**config.mk**
```make
export PLATFORM = sky130hd
export DESIGN_NAME = pisa_sequencer
export DESIGN_NICKNAME = d
export VERILOG_FILES = /design/src/rtl/pisa_pkg.sv /design/src/rtl/jump_cond_eval.sv /design/src/rtl/pisa_sequencer.sv
export SDC_FILE = /design/constraint.sdc
export NUM_CORES = 1
export LEC_CHECK = 0
export BUFFER_PORTS_ARGS = -buffer_cell sky130_fd_sc_hd__buf_4
export CORE_AREA = 3 3 130 132
export DETAILED_ROUTE_END_ITERATION = 8
export DIE_AREA = 0 0 133 135
export PLACE_DENSITY_LB_ADDON = 0.2
export SLEW_MARGIN = 20
export SYNTH_ARGS = -nofsm -noshare
export SYNTH_HDL_FRONTEND = slang
export SYNTH_SLANG_ARGS = --single-unit
export TNS_END_PERCENT = 30
```
**constraint.sdc**
```tcl
create_clock -name clk -period 3 [get_ports clk]
set_clock_uncertainty 0.15 [all_clocks]
set_input_delay 0.75 -clock clk [delete_from_list [all_inputs] [get_ports clk]]
set_output_delay 0.75 -clock clk [all_outputs]
set_load 0.03 [all_outputs]
```
**src/rtl/pisa_pkg.sv**
```systemverilog
// Shared PISA types: decoder control word, its field enums and the sequencer state.
package pisa_pkg;

  typedef enum logic [1:0] {
    RegSrcNone   = 2'd0,
    RegSrcAlu    = 2'd1,
    RegSrcMemory = 2'd2,
    RegSrcImm    = 2'd3
  } write_register_src_t;

  typedef enum logic {
    MemSrcNone  = 1'b0,
    MemSrcRsrc1 = 1'b1
  } write_memory_src_t;

  typedef enum logic {
    AddrImm   = 1'b0,
    AddrRsrc2 = 1'b1
  } memory_address_src_t;

  typedef enum logic [1:0] {
    JmpNone = 2'd0,
    JmpImm  = 2'd1,
    JmpRsrc = 2'd2
  } jmp_src_t;

  // Codes 001, 110 and 111 are undefined and evaluate as not taken.
  typedef enum logic [2:0] {
    CondAlways        = 3'b000,
    CondIfZero        = 3'b010,
    CondIfNotZero     = 3'b011,
    CondIfNegative    = 3'b100,
    CondIfNotNegative = 3'b101
  } jump_condition_t;

  typedef struct packed {
    logic                halt;
    write_register_src_t write_register_src;
    write_memory_src_t   write_memory_src;
    memory_address_src_t memory_address_src;
    jmp_src_t            jmp_src;
    jump_condition_t     jump_condition;
  } control_signal_t;

  typedef enum logic [2:0] {
    StFetch,
    StFetchWait,
    StDecode,
    StExecute,
    StMem,
    StMemWait,
    StWriteback,
    StHalted
  } seq_state_t;

  function automatic logic cs_is_store(control_signal_t c);
    return c.write_memory_src != MemSrcNone;
  endfunction

  // A store takes priority if a control word ever requests both.
  function automatic logic cs_is_load(control_signal_t c);
    return (c.write_register_src == RegSrcMemory) && !cs_is_store(c);
  endfunction

endpackage

```
**src/rtl/jump_cond_eval.sv**
```systemverilog
// Combinational branch condition evaluation from the Z/N flags.
module jump_cond_eval
  import pisa_pkg::*;
(
  input  jump_condition_t jump_condition,
  input  logic            flag_z,
  input  logic            flag_n,
  output logic            taken
);

  always_comb begin
    taken = 1'b0;
    case (jump_condition)
      CondAlways:        taken = 1'b1;
      CondIfZero:        taken = flag_z;
      CondIfNotZero:     taken = !flag_z;
      CondIfNegative:    taken = flag_n;
      CondIfNotNegative: taken = !flag_n;
      default:           taken = 1'b0;
    endcase
  end

endmodule

```
**src/rtl/pisa_sequencer.sv**
```systemverilog
// Multi-cycle PISA sequencer: owns PC/IR/MDR/flags and drives the shared memory port.
module pisa_sequencer
  import pisa_pkg::*;
#(
  parameter int unsigned     XLEN        = 32,
  parameter logic [XLEN-1:0] RESET_PC    = '0,
  parameter int unsigned     INSTR_BYTES = 4
) (
  input  logic            clk,
  input  logic            rst_n,
  input  control_signal_t cs,
  input  logic [XLEN-1:0] alu_result,
  input  logic [XLEN-1:0] data_addr,
  input  logic [XLEN-1:0] store_data,
  input  logic [XLEN-1:0] jump_target,
  output logic            mem_req_valid,
  input  logic            mem_req_ready,
  output logic            mem_req_write,
  output logic [XLEN-1:0] mem_req_addr,
  output logic [XLEN-1:0] mem_req_wdata,
  input  logic            mem_rsp_valid,
  input  logic [XLEN-1:0] mem_rsp_data,
  output logic [XLEN-1:0] pc,
  output logic [XLEN-1:0] ir,
  output logic [XLEN-1:0] mdr,
  output logic            rf_we,
  output logic            flag_z,
  output logic            flag_n,
  output logic            halted
);

  seq_state_t state;
  logic       taken;
  logic       is_store;
  logic       is_load;
  logic       writes_reg;

  // The address source is already resolved into data_addr by the datapath.
  logic unused_addr_src;
  assign unused_addr_src = cs.memory_address_src;

  assign is_store   = cs_is_store(cs);
  assign is_load    = cs_is_load(cs);
  assign writes_reg = cs.write_register_src != RegSrcNone;

  jump_cond_eval u_jump_cond_eval (
    .jump_condition (cs.jump_condition),
    .flag_z         (flag_z),
    .flag_n         (flag_n),
    .taken          (taken)
  );

  // Request fields are decoded from state; address/data are the held datapath values.
  always_comb begin
    mem_req_valid = (state == StFetch) || (state == StMem);
    mem_req_write = (state == StMem) && is_store;
    mem_req_addr  = (state == StMem) ? data_addr : pc;
    mem_req_wdata = mem_req_write ? store_data : '0;
  end

  always_ff @(posedge clk or negedge rst_n) begin
    if (!rst_n) begin
      state  <= StFetch;
      pc     <= RESET_PC;
      ir     <= '0;
      mdr    <= '0;
      flag_z <= 1'b0;
      flag_n <= 1'b0;
      rf_we  <= 1'b0;
      halted <= 1'b0;
    end else begin
      // rf_we is set on entry to WRITEBACK so it is high for exactly that cycle.
      rf_we <= 1'b0;
      unique case (state)
        StFetch: begin
          if (mem_req_ready) state <= StFetchWait;
        end
        StFetchWait: begin
          if (mem_rsp_valid) begin
            ir    <= mem_rsp_data;
            state <= StDecode;
          end
        end
        StDecode: begin
          if (cs.halt) begin
            state  <= StHalted;
            halted <= 1'b1;
          end else begin
            state <= StExecute;
          end
        end
        StExecute: begin
          if (is_store || is_load) begin
            state <= StMem;
          end else begin
            state <= StWriteback;
            rf_we <= writes_reg;
          end
        end
        StMem: begin
          if (mem_req_ready) begin
            if (is_store) begin
              state <= StWriteback;
              rf_we <= writes_reg;
            end else begin
              state <= StMemWait;
            end
          end
        end
        StMemWait: begin
          if (mem_rsp_valid) begin
            mdr   <= mem_rsp_data;
            state <= StWriteback;
            rf_we <= writes_reg;
          end
        end
        StWriteback: begin
          if (cs.write_register_src == RegSrcAlu) begin
            flag_z <= (alu_result == '0);
            flag_n <= alu_result[XLEN-1];
          end
          if ((cs.jmp_src != JmpNone) && taken) pc <= jump_target;
          else                                  pc <= pc + XLEN'(INSTR_BYTES);
          state <= StFetch;
        end
        StHalted: begin
          state <= StHalted;
        end
        default: state <= StFetch;
      endcase
    end
  end

endmodule

```
**Word level (Yosys, flattened, before mapping)**

Cells that the tools add are included.
W data, S select, Z words.

- Register bits after elaboration: 103
- Bits of input ports: 174

- Equal/unequal tests: 17
- Add/subtract/negate cells: 1
- Muxes and demuxes: 17
- Reduce and logical (&&, ||, !) cells: 18

Operator list:

| cell | count |
|---|---|
| $mux W32 | 3 |
| $add A32 B3 Y32 const B | 1 |
| $logic_not A32 Y1 | 1 |
| $pmux W3 S8 | 1 |
| $eq A3 B3 Y1 const B | 6 |
| $mux W3 | 5 |
| $eq A3 B2 Y1 const B | 4 |
| $ne A2 B2 Y1 const B | 4 |
| $reduce_and A2 Y1 | 4 |
| $logic_not A3 Y1 | 2 |
| $pmux W1 S5 | 1 |
| $mux W1 | 4 |
| $mux W2 | 2 |
| $reduce_and A4 Y1 | 1 |
| $reduce_bool A2 Y1 | 2 |
| $eq A3 B1 Y1 const B | 1 |
| $logic_and A1 B1 Y1 | 3 |
| $logic_not A1 Y1 | 3 |
| $pmux W1 S3 | 1 |
| $eq A2 B1 Y1 const B | 1 |
| $eq A2 B2 Y1 const B | 1 |
| $logic_or A1 B1 Y1 | 2 |

**Longest topological paths before layout**

- Word-level depth: 5
- Depth in mapped cells: 7
- Depth with buffers taken out: 6

**By module**

A second synthesis with hierarchy kept.

- Cells, all modules: 509
- Area, all modules: 5390.2 µm²

Modules (own cells, without submodules):

| module | cells each | times used | area an instance (µm²) |
|---|---|---|---|
| pisa_sequencer | 502 | 1 | 5345.1 |
| jump_cond_eval | 7 | 1 | 45.0 |

**Worst setup path after synthesis**

Ideal clock, no wire load.

- Path type: input port to output port
- Start: input port cs[6] (netlist bit)
- End: output port mem_req_wdata[22]
- Path buffers: 2
- Stages: 4
- Path slack: 0.243 ns
- Arrival time: 1.857 ns
- Required time: 2.100 ns
- Cell sequence: and3_1 -> clkbuf_1 -> clkbuf_1 -> and2_1

- Cells in the longest elaborated chain, start to end: 2

Ends and longest elaborated chain:

| item | RTL line | RTL |
|---|---|---|
| from (decl) | pisa_sequencer.sv:11 | `input control_signal_t cs,` |
| $logic_and A1 B1 Y1 | pisa_sequencer.sv:56 | `mem_req_write = (state == StMem) && is_store;` |
| via mem_req_write | pisa_sequencer.sv:18 | `output logic mem_req_write,` |
| $mux W32 | pisa_sequencer.sv:58 | `mem_req_wdata = mem_req_write ? store_data : '0;` |
| to (decl) | pisa_sequencer.sv:20 | `output logic [XLEN-1:0] mem_req_wdata,` |

The timed path passes the listed nets, and every way through them passes these cells.

**Final worst setup path**

- Start: register state[1]
- End: output port mem_req_addr[20]

- Cells in the longest elaborated chain, start to end: 2

Ends and longest elaborated chain:

| item | RTL line | RTL |
|---|---|---|
| from (decl) | pisa_sequencer.sv:32 | `seq_state_t state;` |
| from (signal assigned) | pisa_sequencer.sv:63 | `state <= StFetch;` |
| from (signal assigned) | pisa_sequencer.sv:76 | `if (mem_req_ready) state <= StFetchWait;` |
| from (signal assigned) | pisa_sequencer.sv:81 | `state <= StDecode;` |
| $eq A3 B3 Y1 | pisa_sequencer.sv:57 | `mem_req_addr = (state == StMem) ? data_addr : pc;` |
| $mux W32 | pisa_sequencer.sv:57 |  |
| to (decl) | pisa_sequencer.sv:19 | `output logic [XLEN-1:0] mem_req_addr,` |

Every way passes these cells.

==> results.txt <==
Status - completed
Area occupied by multi-input gates - 2734 sq um
Clk pwr share - 0.119
CTS Sinks - 103
Final WL - 19,690 microns
Final worst slack - 0.1386 ns
R2r endpoint - pc[0]$_DFFE_PN0P_
First-pass GRT wire length - 30,480 microns
EDFF count, synth - 0
Cell count after synthesis - 501
Die Height - 135 microns
Floorplan die width - 133 microns
Storage element area - 2579 sq um
Reg2reg setup slack - 0.55 ns
Final Setup Violations - 0
GRT Overall Usage - 0.2135
Worst setup SP type - flop
DRC errors left - 0
# Post-CTS Setup Buffers - 0
WHS - 0.2634 ns
Avg Inst Size Synth - 11.00 sq um
Pin count of the biggest net entering global routing - 49
Critical Path Source - state[1]$_DFFE_PN0P_
Crit path cell chain - nand2b_1 > nor2_4 > buf_12 > mux2_2 > buf_4
Synth top area share - 0.4677
Worst setup path endpoint - mem_req_addr[20]
RSZ-0062 raised after global routing - no
Hold/Removal Path Class - in2async
Switching share of power - 0.4804
Finished Cell Area - 8630 sq um
Port buffer count - 338
CP Depth - 5
Slew Limit Headroom - 0.4837
Largest stage delay, worst path - 0.49 ns
Met3 WL - 1889 microns
Tcrit/Tclk final - 0.9538
Flop pwr share - 0.282
Highest metal used - met4
Core box area - 15,830 sq um
Hold Violations, Final - 0
Worst path top cell family by delay - flip-flops
Seq/Total Area, Yosys - 0.4677
Worst r2r src - flag_n$_DFFE_PN0P_
H-tree levels - 3
PwrDens - 1124 nW/um^2
# diodes - 0
R2r worst-path depth - 5
Worst Setup Slack post-DPL - 0.1742 ns
RePlAce Congestion - 1.001
Slowest stage cell, crit path - dfrtp_2
Num ports - 340
Synth cell types - 48
Layout cell share with drive strength beyond 1 - 0.5684
Pre-Repair DR Iteration Count - 5
Combinational Power Share - 0.599
CTS root buffer - clkbuf_16
Initial antenna violation count - 0
Dpl hpwl - 15,470 microns
Bufs on Longest Clock Path - 2
Mapped Nets - 676
MaxCap Viol Count - 0
DRT antenna net count - 0
DR WL met2 - 9482 microns
Crit end category - output port
Clk slew on worst S/H paths - 0.07 ns
Synth-to-layout area growth - 56.57%
Fin Setup TNS - 0 ns
Fmax - 349.5 MHz
Skew-Pair Late Insertion Delay - 0.34 ns
Lkg Pwr - 4.086 nW
CTS resizes - 0
Critical path arrival - 1.96 ns
Critical path data required time - 2.10 ns
Initial Util - 0.3482
Cell Int Power - 0.005040 W
Total gr overflow - 0
Max Slew Vio Count - 0
Post-detailed-route wirelength per cell - 18.63 microns
Yosys warnings - 0
Final #Nets - 1,011
Drt via density - 5.059
Synth top area cells - dfrtp_1, mux2_2, and2_1
Post-synth ARST share - 1.000
CTS tree - done
Worst-path maximum fanout - 40
WL met1 - 8077 microns
Fill cell count - 1,441
Worst-Margin Slew - 0.7744 ns
FF+latch count, synth - 103
Routed via count - 5,347
CP Class - reg2out
Top FF cell, synth - dfrtp_1
Hold Buf Count CTS - 0
Area leader, netlist - dfrtp_1
Num CTS Buffers - 9
Max IR drop VDD - 0.7272 mV
Total die area - 17,960 sq um
Vias in the first global route - 5,642
CP Buf/Inv Count - 2
Placed instance area - 8334 sq um
NetSw - 0.004660 W
Core Rows - 46
Initial drt markers - 275
Mapped Area - 5512 sq um
Crit path time final - 2.861 ns
## area by class of cell
class	count	area share
clock buffer	9	0.02610
timing repair buffer	356	0.3140
inverter	12	0.005220
clock inverter	7	0.007684
tap	216	0.03132
sequential	103	0.2988
multi-input combinational	354	0.3168
## sequential cells by signal (all words and copies together) (netlist names)
signal  flops
flag_n      1
flag_z      1
halted      1
ir         32
mdr        32
pc         32
rf_we       1
state       3
## cells in the final DEF, fill, tap and decap left out, types with 9 or more instances in the layout
master	synthesis	routed
buf_4	0	353
nand4_1	13	13
mux2i_1	16	16
dfrtp_1	103	102
nor2_1	12	11
nand2_1	32	32
mux2_2	92	92
o21ai_0	19	19
and2_1	32	32
clkbuf_16	0	9
nor4_1	11	11
a2bb2oi_1	19	19
a21oi_1	25	25
nand3_1	23	23
inv_1	12	12
## cells by family (layout without fill, tap and decap cells)
family	after synthesis	count (layout)	synth area share
AO/OA/AOI/OAI	89	89	0.1108
adder cells (fa/ha/maj)	1	1	0.002270
buffers and inverters	44	384	0.03927
flip-flops	103	103	0.4677
multiplexers	108	108	0.2170
AND/OR/NAND/NOR	156	156	0.1630
## worst min path at each step
| stage | from | endpoint | slack (ns) | cells past startpoint |
|---|---|---|---|---|
| 2_1_floorplan | rst_n | flag_n$_DFFE_PN0P_ | 0.30 | 0 |
| 3_3_place_gp | halted$_DFFE_PN0P_ | halted$_DFFE_PN0P_ | 0.31 | 1 |
| 3_5_place_dp | halted$_DFFE_PN0P_ | halted$_DFFE_PN0P_ | 0.32 | 1 |
| 4_1_cts | rst_n | pc[31]$_DFFE_PN0P_ | 0.27 | 1 |
| 5_1_grt | rst_n | pc[30]$_DFFE_PN0P_ | 0.30 | 1 |
| 6_report | rst_n | pc[31]$_DFFE_PN0P_ | 0.26 | 1 |
## routing by layer
metal,vias to the layer above,GRT usage
met5,-,0
met4,0,0.05947
met3,18,0.07861
met2,246,0.3541
met1,2558,0.2623
li1,2525,-
## power by group through the flow
stage / registers, W / clock network [W] / logic, W
after floorplan: 0.00384 / 0 / 0.00241
after global placement: 0.00268 / 0 / 0.00577
after detailed placement: 0.00274 / 0 / 0.00586
after CTS: 0.00273 / 0.00120 / 0.00587
after global routing: 0.00284 / 0.00126 / 0.00615
final: 0.00273 / 0.00116 / 0.00581
## synthesized netlist by cell type (6+ instances only)
master     count
clkbuf_1      20
and2_1        32
o22ai_1        6
dfrtp_1      103
nor2_1        12
inv_1         12
nand2_1       32
mux2_2        92
o21ai_0       19
nor4_1        11
nand4_1       13
a21oi_1       25
a2bb2oi_1     19
and3_1         6
nand3_1       23
mux2i_1       16
## stage by stage
step	total power, W	utilization	instances
floorplan	0.006249	-	501
global placement	0.008452	0.5266	1041
detailed placement	0.008600	0.5266	1041
CTS	0.009794	0.5450	1057
global route	0.01026	0.5452	1057
finish	0.009700	0.5452	1057
No activity file was read; power rests on OpenSTA's default activity.
